File: src/rtl/core_sequencer.sv
// Multi-cycle control sequencer for the RV32 subset core: PC, fetch/data handshakes, strobe gating.
// Optional performance counters (cycle_cnt, instret_cnt) are built when CORE_SEQ_PERF_EN is defined.
module core_sequencer #(
  parameter logic [31:0] RESET_PC = 32'h0000_0000
) (
  input  logic        clk,
  input  logic        rst_n,
  input  logic        halt_req,
  output logic        imem_req,
  input  logic        imem_ack,
  output logic        ir_we,
  output logic [31:0] pc,
  input  logic        dec_rf_we,
  input  logic        dec_mem_we,
  input  logic        dec_branch,
  input  logic        dec_jump,
  input  logic        dec_jump_reg,
  input  logic        br_ne,
  input  logic [11:0] imm12,
  input  logic [31:0] rs1_data,
  input  logic        alu_zero,
  output logic        dmem_req,
  output logic        dmem_we,
  input  logic        dmem_ack,
  output logic        rf_we,
  output logic        wb_link,
  output logic        halted
`ifdef CORE_SEQ_PERF_EN
  ,
  output logic [31:0] cycle_cnt,
  output logic [31:0] instret_cnt
`endif
);

  typedef enum logic [2:0] {
    S_FETCH  = 3'd0,
    S_DECODE = 3'd1,
    S_EXEC   = 3'd2,
    S_MEM    = 3'd3,
    S_WB     = 3'd4,
    S_HALT   = 3'd5
  } state_t;

  state_t      state;
  state_t      state_nx;
  logic        imem_pend;
  logic        taken;
  logic [31:0] next_pc;
  logic [31:0] next_pc_calc;

  function automatic logic signed [31:0] sext12(input logic [11:0] v);
    return $signed({{20{v[11]}}, v});
  endfunction

  function automatic logic signed [31:0] sext13(input logic [12:0] v);
    return $signed({{19{v[12]}}, v});
  endfunction

  // Target selection: jump beats jump_reg beats branch; all sums wrap modulo 2^32.
  always_comb begin
    taken        = dec_branch & (alu_zero ^ br_ne);
    next_pc_calc = pc + 32'd4;
    if (dec_jump) begin
      next_pc_calc = pc + $unsigned(sext13({imm12, 1'b0}));
    end else if (dec_jump_reg) begin
      next_pc_calc = (rs1_data + $unsigned(sext12(imm12))) & ~32'h1;
    end else if (taken) begin
      next_pc_calc = pc + $unsigned(sext12(imm12));
    end
  end

  always_comb begin
    state_nx = state;
    imem_req = 1'b0;
    ir_we    = 1'b0;
    dmem_req = 1'b0;
    dmem_we  = 1'b0;
    rf_we    = 1'b0;
    wb_link  = 1'b0;
    halted   = 1'b0;
    case (state)
      S_FETCH: begin
        // halt_req is only honoured before a request goes out; an open fetch always completes.
        if (!imem_pend && halt_req) begin
          state_nx = S_HALT;
        end else if (rst_n) begin
          imem_req = 1'b1;
          if (imem_ack) begin
            ir_we    = 1'b1;
            state_nx = S_DECODE;
          end
        end
      end
      S_DECODE: state_nx = S_EXEC;
      S_EXEC:   state_nx = dec_mem_we ? S_MEM : S_WB;
      S_MEM: begin
        dmem_req = 1'b1;
        dmem_we  = 1'b1;
        if (dmem_ack) begin
          state_nx = S_WB;
        end
      end
      S_WB: begin
        rf_we    = dec_rf_we & ~dec_mem_we;
        wb_link  = dec_jump | dec_jump_reg;
        state_nx = S_FETCH;
      end
      S_HALT:  halted = 1'b1;
      default: state_nx = S_FETCH;
    endcase
  end

  always_ff @(posedge clk or negedge rst_n) begin
    if (!rst_n) begin
      state     <= S_FETCH;
      imem_pend <= 1'b0;
      pc        <= RESET_PC;
    end else begin
      state     <= state_nx;
      imem_pend <= imem_req & ~imem_ack;
      if (state == S_WB) begin
        pc <= next_pc;
      end
    end
  end

  // EXEC -> WB boundary: target held until the write-back cycle commits it to pc.
  always_ff @(posedge clk) begin
    if (state == S_EXEC) begin
      next_pc <= next_pc_calc;
    end
  end

`ifdef CORE_SEQ_PERF_EN
  always_ff @(posedge clk or negedge rst_n) begin
    if (!rst_n) begin
      cycle_cnt   <= 32'd0;
      instret_cnt <= 32'd0;
    end else begin
      cycle_cnt <= cycle_cnt + 32'd1;
      if (state == S_WB) begin
        instret_cnt <= instret_cnt + 32'd1;
      end
    end
  end
`endif

  strobe_exclusive: assert property (@(posedge clk) disable iff (!rst_n)
    $onehot0({rf_we, ir_we, dmem_we}));

endmodule

File: config.mk
export PLATFORM = sky130hd
export DESIGN_NAME = core_sequencer
export DESIGN_NICKNAME = d
export VERILOG_FILES = /design/src/rtl/core_sequencer.sv
export SDC_FILE = /design/constraint.sdc
export NUM_CORES = 1
export LEC_CHECK = 0
export BUFFER_PORTS_ARGS = -buffer_cell sky130_fd_sc_hd__buf_2
export CORE_MARGIN = 2
export CORE_UTILIZATION = 55
export DETAILED_ROUTE_END_ITERATION = 12
export PLACE_DENSITY_LB_ADDON = 0.25
export SYNTH_ARGS = -nofsm -noshare
export SYNTH_HDL_FRONTEND = slang
export SYNTH_SLANG_ARGS = --single-unit
export TNS_END_PERCENT = 50
File: constraint.sdc
create_clock -name clk -period 3.78 [get_ports clk]
set_input_delay 0.567 -clock clk [delete_from_list [all_inputs] [get_ports clk]]
set_output_delay 0.567 -clock clk [all_outputs]
set_load 0.01 [all_outputs]
==> results of run 1 <==
-- metal layers --
layer / global-route usage / routed length, µm
met2: 0.5099 / 11670
met3: 0.05235 / 2532
met5: 0 / 0
met1: 0.4893 / 12250
met4: 0.07692 / 575
-- kinds of logic after synthesis --
| logic type | after synthesis | synth area share |
|---|---|---|
| flip-flops | 68 | 0.2219 |
| multiplexers | 12 | 0.01491 |
| AND/OR/NAND/NOR | 424 | 0.2444 |
| XOR/XNOR | 95 | 0.09915 |
| adder cells (fa/ha/maj) | 76 | 0.1160 |
| buffers and inverters | 86 | 0.04980 |
| AO/OA/AOI/OAI | 329 | 0.2539 |
-- worst paths after layout --
kind	endpoint	start	cells past startpoint
max	next_pc[31]	pc[1]	11
min	pc[1]	rst_n	1
max reg2reg	next_pc[31]	pc[1]	11
min reg2reg	pc[14]	next_pc[14]	2
max in group asynchronous	pc[22]	rst_n	2
min in group clk	imem_pend	imem_ack	2
-- critical path, delay by kind of cell (launching register included) --
kind | cells | cell delay, ns
flip-flops | 1 | 0.50
AO/OA/AOI/OAI | 5 | 1.61
buffers and inverters | 1 | 0.06
AND/OR/NAND/NOR | 2 | 0.31
XOR/XNOR | 1 | 0.15
adder cells (fa/ha/maj) | 2 | 0.63
-- where the power goes --
group          switching, mW  total (mW)  internal [mW]
clock network          0.375       0.829          0.454
registers              0.371        1.49           1.12
logic                   2.50        4.26           1.76
-- metrics by stage --
stage	cell area, µm²	std cells	power, mW	worst slack [ns]
floorplan	8392	1090	4.324	0.3446
global placement	9236	1376	5.587	0.1399
detailed placement	9236	1376	5.630	0.08844
CTS	9515	1392	6.475	0.1826
global route	9520	1392	7.052	0.1303
finish	9520	1392	6.577	0.2597
-- sequential cells by signal, summed over array words and instances (netlist names) --
name / cells
next_pc: 32
pc: 32
state: 3
imem_pend: 1
-- area by class of cell --
class,count,share of cell area
multi-input cells,936,0.6431
flip-flops and latches,68,0.1956
repair buffers,151,0.09436
well taps,188,0.02471
clock buffers,9,0.02366
inverters,33,0.01301
clock inverters,7,0.005651
-- synth_stat cells (5+ instances only) --
cell type                  count
sky130_fd_sc_hd__o221ai_1      5
sky130_fd_sc_hd__o21ai_0      49
sky130_fd_sc_hd__o211ai_1      9
sky130_fd_sc_hd__nor4_1       10
sky130_fd_sc_hd__a211oi_1     29
sky130_fd_sc_hd__a31oi_1      17
sky130_fd_sc_hd__nor2b_1       8
sky130_fd_sc_hd__o21a_1        9
sky130_fd_sc_hd__or3_1        10
sky130_fd_sc_hd__mux2i_1       8
sky130_fd_sc_hd__or2_2         9
sky130_fd_sc_hd__and2_1       12
sky130_fd_sc_hd__nand2b_1     12
sky130_fd_sc_hd__nor2_1       69
sky130_fd_sc_hd__inv_1        33
sky130_fd_sc_hd__ha_1         73
sky130_fd_sc_hd__nand4_1      23
sky130_fd_sc_hd__dfrtp_1      36
sky130_fd_sc_hd__edfxtp_1     32
sky130_fd_sc_hd__buf_2         9
sky130_fd_sc_hd__o21bai_1      8
sky130_fd_sc_hd__nand3_1      23
sky130_fd_sc_hd__buf_4         5
sky130_fd_sc_hd__a21oi_1     113
sky130_fd_sc_hd__nor3b_1       5
sky130_fd_sc_hd__a22oi_1       8
sky130_fd_sc_hd__and3_1       11
sky130_fd_sc_hd__o31ai_1       7
sky130_fd_sc_hd__clkbuf_1     31
sky130_fd_sc_hd__a21o_1       25
sky130_fd_sc_hd__and4_1        9
sky130_fd_sc_hd__clkbuf_8      5
sky130_fd_sc_hd__nand2_1     176
sky130_fd_sc_hd__nor3_1       25
sky130_fd_sc_hd__xor2_1       44
sky130_fd_sc_hd__xnor2_1      51
sky130_fd_sc_hd__o22ai_1       5
-- repair_timing --
item                       in CTS  in global routing
setup endpoints to repair       0                  1
hold buffers                    0                  0
gates resized for setup         0                  1
==> impl_metrics.toml, run 1 <==
[layout]
ratio_of_cells_with_drive_above_1_in_the_final_layout = 0.1669
multiInputGateArea_um2 = 6122
design.final.nets = 1331
final.fill_count = 1399
postLayoutCoreUtil = 0.6333
area.growth.synth_to_final_pct = 13.45
layout.cells.most_common_list = "sky130_fd_sc_hd__nand2_1 (176), sky130_fd_sc_hd__a21oi_1 (113), sky130_fd_sc_hd__buf_2 (94)"
antenna_cells = 0
layout_commonest_cell = "sky130_fd_sc_hd__nand2_1"
area.sequential_um2 = 1862

[setup_path]
crit_chain = "ha_1 -> inv_1 -> fa_1 -> nor2b_1 -> o21ai_0 -> a211oi_2 -> o21ai_0 -> a311oi_1 -> nor3b_1 -> xnor2_1 -> a221o_1"
worst-setup-path-type = "flip-flop to flip-flop"
start_kind = "flip-flop"
critPathMaxStageDelay_ns = 0.50
timing.reg2reg.setup_slack_ns = 0.26
cpMaxStageDelayCell = "sky130_fd_sc_hd__dfrtp_1"
cp-end-kind = "flip-flop"
crit_top_cell = "sky130_fd_sc_hd__o21ai_0"
critical_path_arrival_ns = 3.60
timing.critical_path.required_ns = 3.86
worst-path-max-fanout = 6

[synth]
postSynthRegisterBits = 68
synth_instances = 1090
synth_nets = 1222
synth_sequential_area_ratio = 0.2219
synth-edff-count = 32
yosysWarnings = 0
mean_syn_cell_area_um2 = 7.699
post_synth_num_cell_types = 76
netlist.top_cell.by_area = "sky130_fd_sc_hd__edfxtp_1"
synth.top_cell.area_share = 0.1145
synth-main-ff-cell = "sky130_fd_sc_hd__dfrtp_1"
proportion_of_register_bits_with_asynchronous_set_or_reset_after_synthesis = 0.5294
yosys-top-cells-area = "sky130_fd_sc_hd__edfxtp_1 (11%), sky130_fd_sc_hd__ha_1 (11%), sky130_fd_sc_hd__dfrtp_1 (11%)"
synth.cell_area_um2 = 8392

[sta]
setup_violations = 0
fmaxAchievable_ghz = 0.2841
clock-skew-final_ns = 0.01019
totalNegativeSetupSlack_ns = 0
post-route-min-period_ns = 3.520
relSlewSlack = 0.4742
worst_slew_pin_slew_ns = 0.7879
min_period_over_period = 0.9313
finalHoldViolations = 0
fin_worst_hold_slack_ns = 0.1489
grt_setup_unrepaired = "false"
final-max-slew-violation-count = 0

[pwr]
leakage_nw = 4.282
power-per-cell-area_nw_per_um2 = 690.8
vdd.ir_drop.worst_mv = 0.2807

[floorplan]
placeableCoreArea_um2 = 15030
die-area_um2 = 16260
placement_rows = 45
boundaryPins = 95
floorplan.die.width_um = 127.5
initial_utilization = 0.5582
fp.dieH_um = 127.5

[clocking]
clkLatencyLatePin_ns = 0.34
sinks_on_clock_net = 68
numCtsBuffers = 9
ctsHtreeMaxLevel = 3
cts_tree = "yes"
cts.reportedPaths.clkPinSlew_ns = 0.06
ctsRootBufferMaster = "sky130_fd_sc_hd__clkbuf_16"
post-cts-setup-buffers = 0
clock_tree_buf_depth = 2

[grt]
maximum_number_of_pins_on_one_net_before_global_route_repair = 42
grt_remaining_overflow = 0
grt_usage = 0.3316
number_of_global_route_vias_before_repair = 7978
grt_first_pass_wirelength_um = 42730
antenna_found_initial = 0

[route]
via_count = 8871
wl_per_cell_um = 19.42
detailedRoute.firstPassIterationCount = 5
drc = 0
ant_nets = 0
count_of_routing_violations_after_the_opening_detailed_route_iteration = 832
route.detailed.vias_per_inst = 6.373
final_wirelength_um = 27040

[place]
place_congestion = 0.9779
buffer_ports.inserted = 94
dpl.hpwl_um = 20760

[run]
maxCapViolations = 0

[run_status]
run_status = "finished, final reports clean"

[worst_hold_path]
type_of_the_tightest_min_delay_check = "input pin to async pin"
(Power assumes the default switching activity.)
==> run 2: changes to the inputs <==
--- a/config.mk
+++ b/config.mk
@@ -5,6 +5,7 @@
 export SDC_FILE = /design/constraint.sdc
 export NUM_CORES = 1
 export LEC_CHECK = 0
+export ABC_AREA = 1
 export BUFFER_PORTS_ARGS = -buffer_cell sky130_fd_sc_hd__buf_2
 export CORE_MARGIN = 2
 export CORE_UTILIZATION = 55
==> impl_metrics.toml, run 2 <==
[synth]
synth_top_cells_by_count = "sky130_fd_sc_hd__nand2_1 (437), sky130_fd_sc_hd__inv_1 (172), sky130_fd_sc_hd__nor2_1 (164), sky130_fd_sc_hd__a21oi_1 (133), sky130_fd_sc_hd__nand3_1 (132)"
synth_instances = 1487
postSynthRegisterBits = 68
xor_xnor_cell_area_share_of_the_yosys_netlist = 0.03945
synth.top_cell.area_share = 0.1802
synth-edff-count = 32
synth-compound-area-share = 0.1571
synth_sequential_area_ratio = 0.2045
mean_syn_cell_area_um2 = 6.121
synth_simple_gate_area_frac = 0.3835
yosys-mux-area-fraction = 0.02227
synth-main-ff-cell = "sky130_fd_sc_hd__dfrtp_1"
synth.cell_area_um2 = 9102
yosys-top-cells-area = "sky130_fd_sc_hd__nand2_1 (18%), sky130_fd_sc_hd__edfxtp_1 (11%), sky130_fd_sc_hd__ha_1 (10%)"
yosysWarnings = 0
main_combinational_cell_family_by_area_after_synthesis = "simple AND/OR/NAND/NOR gates"
netlist.top_cell.by_area = "sky130_fd_sc_hd__nand2_1"
synth_most_common_cell = "sky130_fd_sc_hd__nand2_1"
proportion_of_register_bits_with_asynchronous_set_or_reset_after_synthesis = 0.5294
synth_fa_ha_area_frac = 0.1069
post_synth_num_cell_types = 55
synth_nets = 1619

[pwr]
power-per-cell-area_nw_per_um2 = 719.5
vdd.ir_drop.worst_mv = 0.3759
leakage_nw = 5.087

[floorplan]
floorplan.die.width_um = 132.6
boundaryPins = 95
placeableCoreArea_um2 = 16410
initial_utilization = 0.5548
placement_rows = 47
fp.dieH_um = 132.6
die-area_um2 = 17590

[clocking]
cts_tree = "yes"
sinks_on_clock_net = 68
ctsRootBufferMaster = "sky130_fd_sc_hd__clkbuf_16"
post-cts-setup-buffers = 0
cts.reportedPaths.clkPinSlew_ns = 0.07
clock_tree_buf_depth = 2
cts-hold-fix-buffers = 0
clkLatencyLatePin_ns = 0.35
post_cts_resized = 0
numCtsBuffers = 9
ctsHtreeMaxLevel = 3

[sta]
worst_slew_pin_slew_ns = 1.152
finalHoldViolations = 0
grt_setup_unrepaired = "false"
fmaxAchievable_ghz = 0.3392
clock-skew-final_ns = 0.01554
relSlewSlack = 0.2302
final-max-slew-violation-count = 0
fin_worst_hold_slack_ns = 0.09827
setup_violations = 0
post-route-min-period_ns = 2.949
totalNegativeSetupSlack_ns = 0
min_period_over_period = 0.7800

[setup_path]
start_kind = "flip-flop"
cp-end-kind = "flip-flop"
timing.critical_path.required_ns = 3.88
timing.reg2reg.setup_slack_ns = 0.83
critical_path_arrival_ns = 3.05
start_of_the_worst_register_to_register_path = "pc[6]"
worst-setup-path-type = "flip-flop to flip-flop"
worst-path-max-fanout = 7
crit-reg2reg-capture = "next_pc[28]"
r2r_cells = 10

[route]
route.detailed.vias_per_inst = 5.866
detailedRoute.firstPassIterationCount = 5
drc = 0
final_wirelength_um = 32960
via_count = 10580
ant_nets = 0
wl_per_cell_um = 18.28
count_of_routing_violations_after_the_opening_detailed_route_iteration = 1056

[layout]
multiInputGateArea_um2 = 6469
area.sequential_um2 = 1862
final.fill_count = 1649
reg_top3 = "next_pc: 32 flops, pc: 32 flops, state: 3 flops"
layout_commonest_cell = "sky130_fd_sc_hd__nand2_1"
area.growth.synth_to_final_pct = 11.56
layout.cells.most_common_list = "sky130_fd_sc_hd__nand2_1 (436), sky130_fd_sc_hd__inv_1 (172), sky130_fd_sc_hd__nor2_1 (162)"
antenna_cells = 0
design.final.nets = 1710
ratio_of_cells_with_drive_above_1_in_the_final_layout = 0.1118

[run_status]
run_status = "finished, final reports clean"

[grt]
number_of_global_route_vias_before_repair = 9711
maximum_number_of_pins_on_one_net_before_global_route_repair = 39
antenna_found_initial = 0
grt_first_pass_wirelength_um = 51120
grt_remaining_overflow = 0
grt_usage = 0.3720

[place]
place_congestion = 1.061
buffer_ports.inserted = 94
dpl.hpwl_um = 26470

[worst_hold_path]
type_of_the_tightest_min_delay_check = "input pin to async pin"

[run]
maxCapViolations = 0
[run 2: worst max-delay path by stage]
stage	from	cells past startpoint	slack, ns	end
final	pc[6]	10	0.83	next_pc[28]
after global routing	pc[8]	10	0.71	next_pc[28]
after CTS	pc[6]	10	0.95	next_pc[28]
after detailed placement	imm12[11]	15	0.68	next_pc[25]
after global placement	imm12[11]	15	0.67	next_pc[25]
after floorplan	state[2]	3	1.39	next_pc[0]
[run 2: final cells by class]
| class | count | share of cell area |
|---|---|---|
| Clock buffer | 10 | 0.02464 |
| Clock inverter | 6 | 0.006900 |
| Inverter | 178 | 0.06580 |
| Multi-Input combinational cell | 1215 | 0.6370 |
| Sequential cell | 68 | 0.1833 |
| Tap cell | 220 | 0.02711 |
| Timing Repair Buffer | 106 | 0.05520 |
[run 2: critical path: stages (launching register included)]
cell                      delay (ns)
sky130_fd_sc_hd__dfrtp_1        0.51
sky130_fd_sc_hd__ha_1           0.42
sky130_fd_sc_hd__nand2_1        0.11
sky130_fd_sc_hd__o21ai_0        0.26
sky130_fd_sc_hd__a21oi_1        0.15
sky130_fd_sc_hd__o21ai_0        0.73
sky130_fd_sc_hd__nand2_1        0.15
sky130_fd_sc_hd__nand2_1        0.13
sky130_fd_sc_hd__a21oi_1        0.06
sky130_fd_sc_hd__o21ai_0        0.09
sky130_fd_sc_hd__nand2_1        0.06
[run 2: power breakdown]
| group | internal (mW) | switching, mW |
|---|---|---|
| Combinational | 1.66 | 3.13 |
| Sequential | 1.14 | 0.444 |
| Clock | 0.557 | 0.378 |
| Total | 3.35 | 3.96 |
[run 2: per-layer routing]
metal	track usage	vias up	share of wire
met5	0	-	0
met4	0.1464	0	0.035
met3	0.06743	83	0.094
met2	0.5967	527	0.45
met1	0.4976	4819	0.42
li1	-	5147	-
[run 2: kinds of logic (layout without fill, tap and decap cells)]
| logic type | after synthesis | after routing |
|---|---|---|
| compound gates | 259 | 259 |
| fa+ha+maj | 76 | 76 |
| mux | 18 | 18 |
| buf+inv | 204 | 300 |
| xor+xnor | 41 | 41 |
| simple gates | 821 | 821 |
| flops | 68 | 68 |
[run 2: through the flow]
| step | setup slack [ns] | std cells | total power [mW] | util | cell area (µm²) |
|---|---|---|---|---|---|
| 2_1_floorplan | 1.392 | 1487 | 4.797 | - | 9102 |
| 3_5_place_dp | 0.6770 | 1787 | 6.204 | 0.5994 | 9834 |
| 4_1_cts | 0.9543 | 1803 | 7.156 | 0.6189 | 10150 |
| 6_report | 0.8315 | 1803 | 7.307 | 0.6189 | 10150 |
| 5_1_grt | 0.7053 | 1803 | 7.867 | 0.6189 | 10150 |
| 3_3_place_gp | 0.6669 | 1787 | 6.166 | 0.5994 | 9834 |
==> run 3: changes to the inputs <==
==> constraint.sdc (replaced) <==
create_clock -name clk -period 2.72 [get_ports clk]
set_input_delay 0.408 -clock clk [delete_from_list [all_inputs] [get_ports clk]]
set_output_delay 0.408 -clock clk [all_outputs]
set_load 0.01 [all_outputs]
==> impl_metrics.toml, run 3 (synthesized netlist as in run 2, its figures left out) <==
[sta]
setup_violations = 0
post-route-min-period_ns = 2.614
finalHoldViolations = 0
fin_worst_hold_slack_ns = 0.2271
worst_slew_pin_slew_ns = 0.6794
relSlewSlack = 0.5455
clock-skew-final_ns = 0.01254
final-max-slew-violation-count = 0
totalNegativeSetupSlack_ns = 0
min_period_over_period = 0.9612
fmaxAchievable_ghz = 0.3825
finalWorstSetupSlack_ns = 0.1055

[clocking]
sinks_on_clock_net = 68
numCtsBuffers = 9
cts.reportedPaths.clkPinSlew_ns = 0.06
ctsRootBufferMaster = "sky130_fd_sc_hd__clkbuf_16"
clock_tree_buf_depth = 2
cts_tree = "yes"
clkLatencyLatePin_ns = 0.36
ctsHtreeMaxLevel = 3

[grt]
grt_remaining_overflow = 0
grt_usage = 0.3891
grt_first_pass_wirelength_um = 53400
number_of_global_route_vias_before_repair = 10350
antenna_found_initial = 0
maximum_number_of_pins_on_one_net_before_global_route_repair = 39

[pwr]
power-per-cell-area_nw_per_um2 = 999.6
report.power.total_mw = 10.67
p_seq_frac = 0.193
clock_network_power_share = 0.110
internal_power_consumption_mw = 4.976
p_comb_frac = 0.698
vdd.ir_drop.worst_mv = 0.5765
leakage_nw = 5.411
sw_frac_of_total = 0.5338
net-switching-power_mw = 5.697

[floorplan]
fp.dieH_um = 132.6
die-area_um2 = 17590
initial_utilization = 0.5548
placement_rows = 47
floorplan.die.width_um = 132.6
placeableCoreArea_um2 = 16410
boundaryPins = 95

[setup_path]
critical_path_arrival_ns = 2.72
r2r_cells = 12
worst-setup-path-type = "flip-flop to flip-flop"
timing.reg2reg.setup_slack_ns = 0.11
start_of_the_worst_register_to_register_path = "pc[9]"
timing.critical_path.required_ns = 2.83
cp-end-kind = "flip-flop"
crit-reg2reg-capture = "next_pc[26]"
worst-path-max-fanout = 8
start_kind = "flip-flop"
startpoint = "pc[9]"
setup.worst_path.end = "next_pc[26]"

[layout]
design.final.nets = 1780
ratio_of_cells_with_drive_above_1_in_the_final_layout = 0.1537
area.growth.synth_to_final_pct = 17.31
layout_commonest_cell = "sky130_fd_sc_hd__nand2_1"
final.fill_count = 1598
fin_cells = 1873
layout.cells.most_common_list = "sky130_fd_sc_hd__nand2_1 (432), sky130_fd_sc_hd__inv_1 (172), sky130_fd_sc_hd__nor2_1 (161)"
reg_top3 = "next_pc: 32 flops, pc: 32 flops, state: 3 flops"
area.sequential_um2 = 1862
antenna_cells = 0
multiInputGateArea_um2 = 6494

[route]
ant_nets = 0
detailed_route_wirelength_on_metal2_um = 15190
drc = 0
via_count = 10910
dr_wl_met3_um = 3800
route.detailed.vias_per_inst = 5.825
wl_per_cell_um = 18.26
routedLengthMet1_um = 14090
detailedRoute.firstPassIterationCount = 6
final_wirelength_um = 34200
routed.top_layer = "met4"
count_of_routing_violations_after_the_opening_detailed_route_iteration = 1239

[place]
place_congestion = 1.055
dp_slack_ns = -0.03216
dpl.hpwl_um = 27810
buffer_ports.inserted = 94
place_inst = 1855

[run]
maxCapViolations = 0

[worst_hold_path]
type_of_the_tightest_min_delay_check = "input pin to flip-flop"

[run_status]
run_status = "finished, final reports clean"
## run 3: stage by stage
stage	util	instance area, µm²
floorplan	-	9102
global placement	0.6313	10360
detailed placement	0.6313	10360
CTS	0.6488	10650
global route	0.6508	10680
finish	0.6508	10680
## run 3: worst min-delay path by stage
stage          slack, ns  cells past startpoint  startpoint   endpoint
2_1_floorplan       0.11                      0       rst_n  imem_pend
3_3_place_gp        0.31                      1       rst_n      pc[8]
3_5_place_dp        0.31                      1       rst_n      pc[8]
4_1_cts             0.22                      2    imem_ack  imem_pend
5_1_grt             0.24                      2    imem_ack  imem_pend
6_report            0.23                      2    imem_ack  imem_pend
## run 3: cell type report
class                           instances  share of cell area
Inverter                              178             0.06257
Sequential cell                        68              0.1744
Multi-Input combinational cell       1215              0.6082
Clock buffer                           11             0.02273
Timing Repair Buffer                  176              0.1031
Clock inverter                          5            0.003281
Tap cell                              220             0.02578
## run 3: what timing repair did
action                     CTS  global route
setup endpoints to repair    0            15
hold endpoints to repair     8             0
hold buffers                 1             0
resized for setup            0            10
buffers inserted             0             1
## run 3: per-layer routing
layer	vias up	track usage
met2	587	0.6255
li1	5266	-
met5	-	0
met3	96	0.07395
met1	4961	0.5240
met4	0	0.1362
## run 3: power groups by stage
stage	sequential (mW)	combinational [mW]	clock, mW
after global routing	2.08	8.21	1.21
after detailed placement	2.05	7.14	0
after floorplan	2.08	4.58	0
after global placement	2.03	7.04	0
after CTS	2.03	7.19	1.17
final	2.06	7.45	1.17
## run 3: critical path: stages (launching register included)
cell	delay (ns)
sky130_fd_sc_hd__dfrtp_1	0.49
sky130_fd_sc_hd__ha_1	0.41
sky130_fd_sc_hd__nand2_1	0.11
sky130_fd_sc_hd__o21ai_0	0.41
sky130_fd_sc_hd__a21oi_1	0.12
sky130_fd_sc_hd__nand2_1	0.20
sky130_fd_sc_hd__inv_1	0.09
sky130_fd_sc_hd__o21bai_1	0.19
sky130_fd_sc_hd__nand2_1	0.13
sky130_fd_sc_hd__nand2_1	0.08
sky130_fd_sc_hd__nand2_1	0.05
sky130_fd_sc_hd__nand3_1	0.07
sky130_fd_sc_hd__nand2_1	0.05
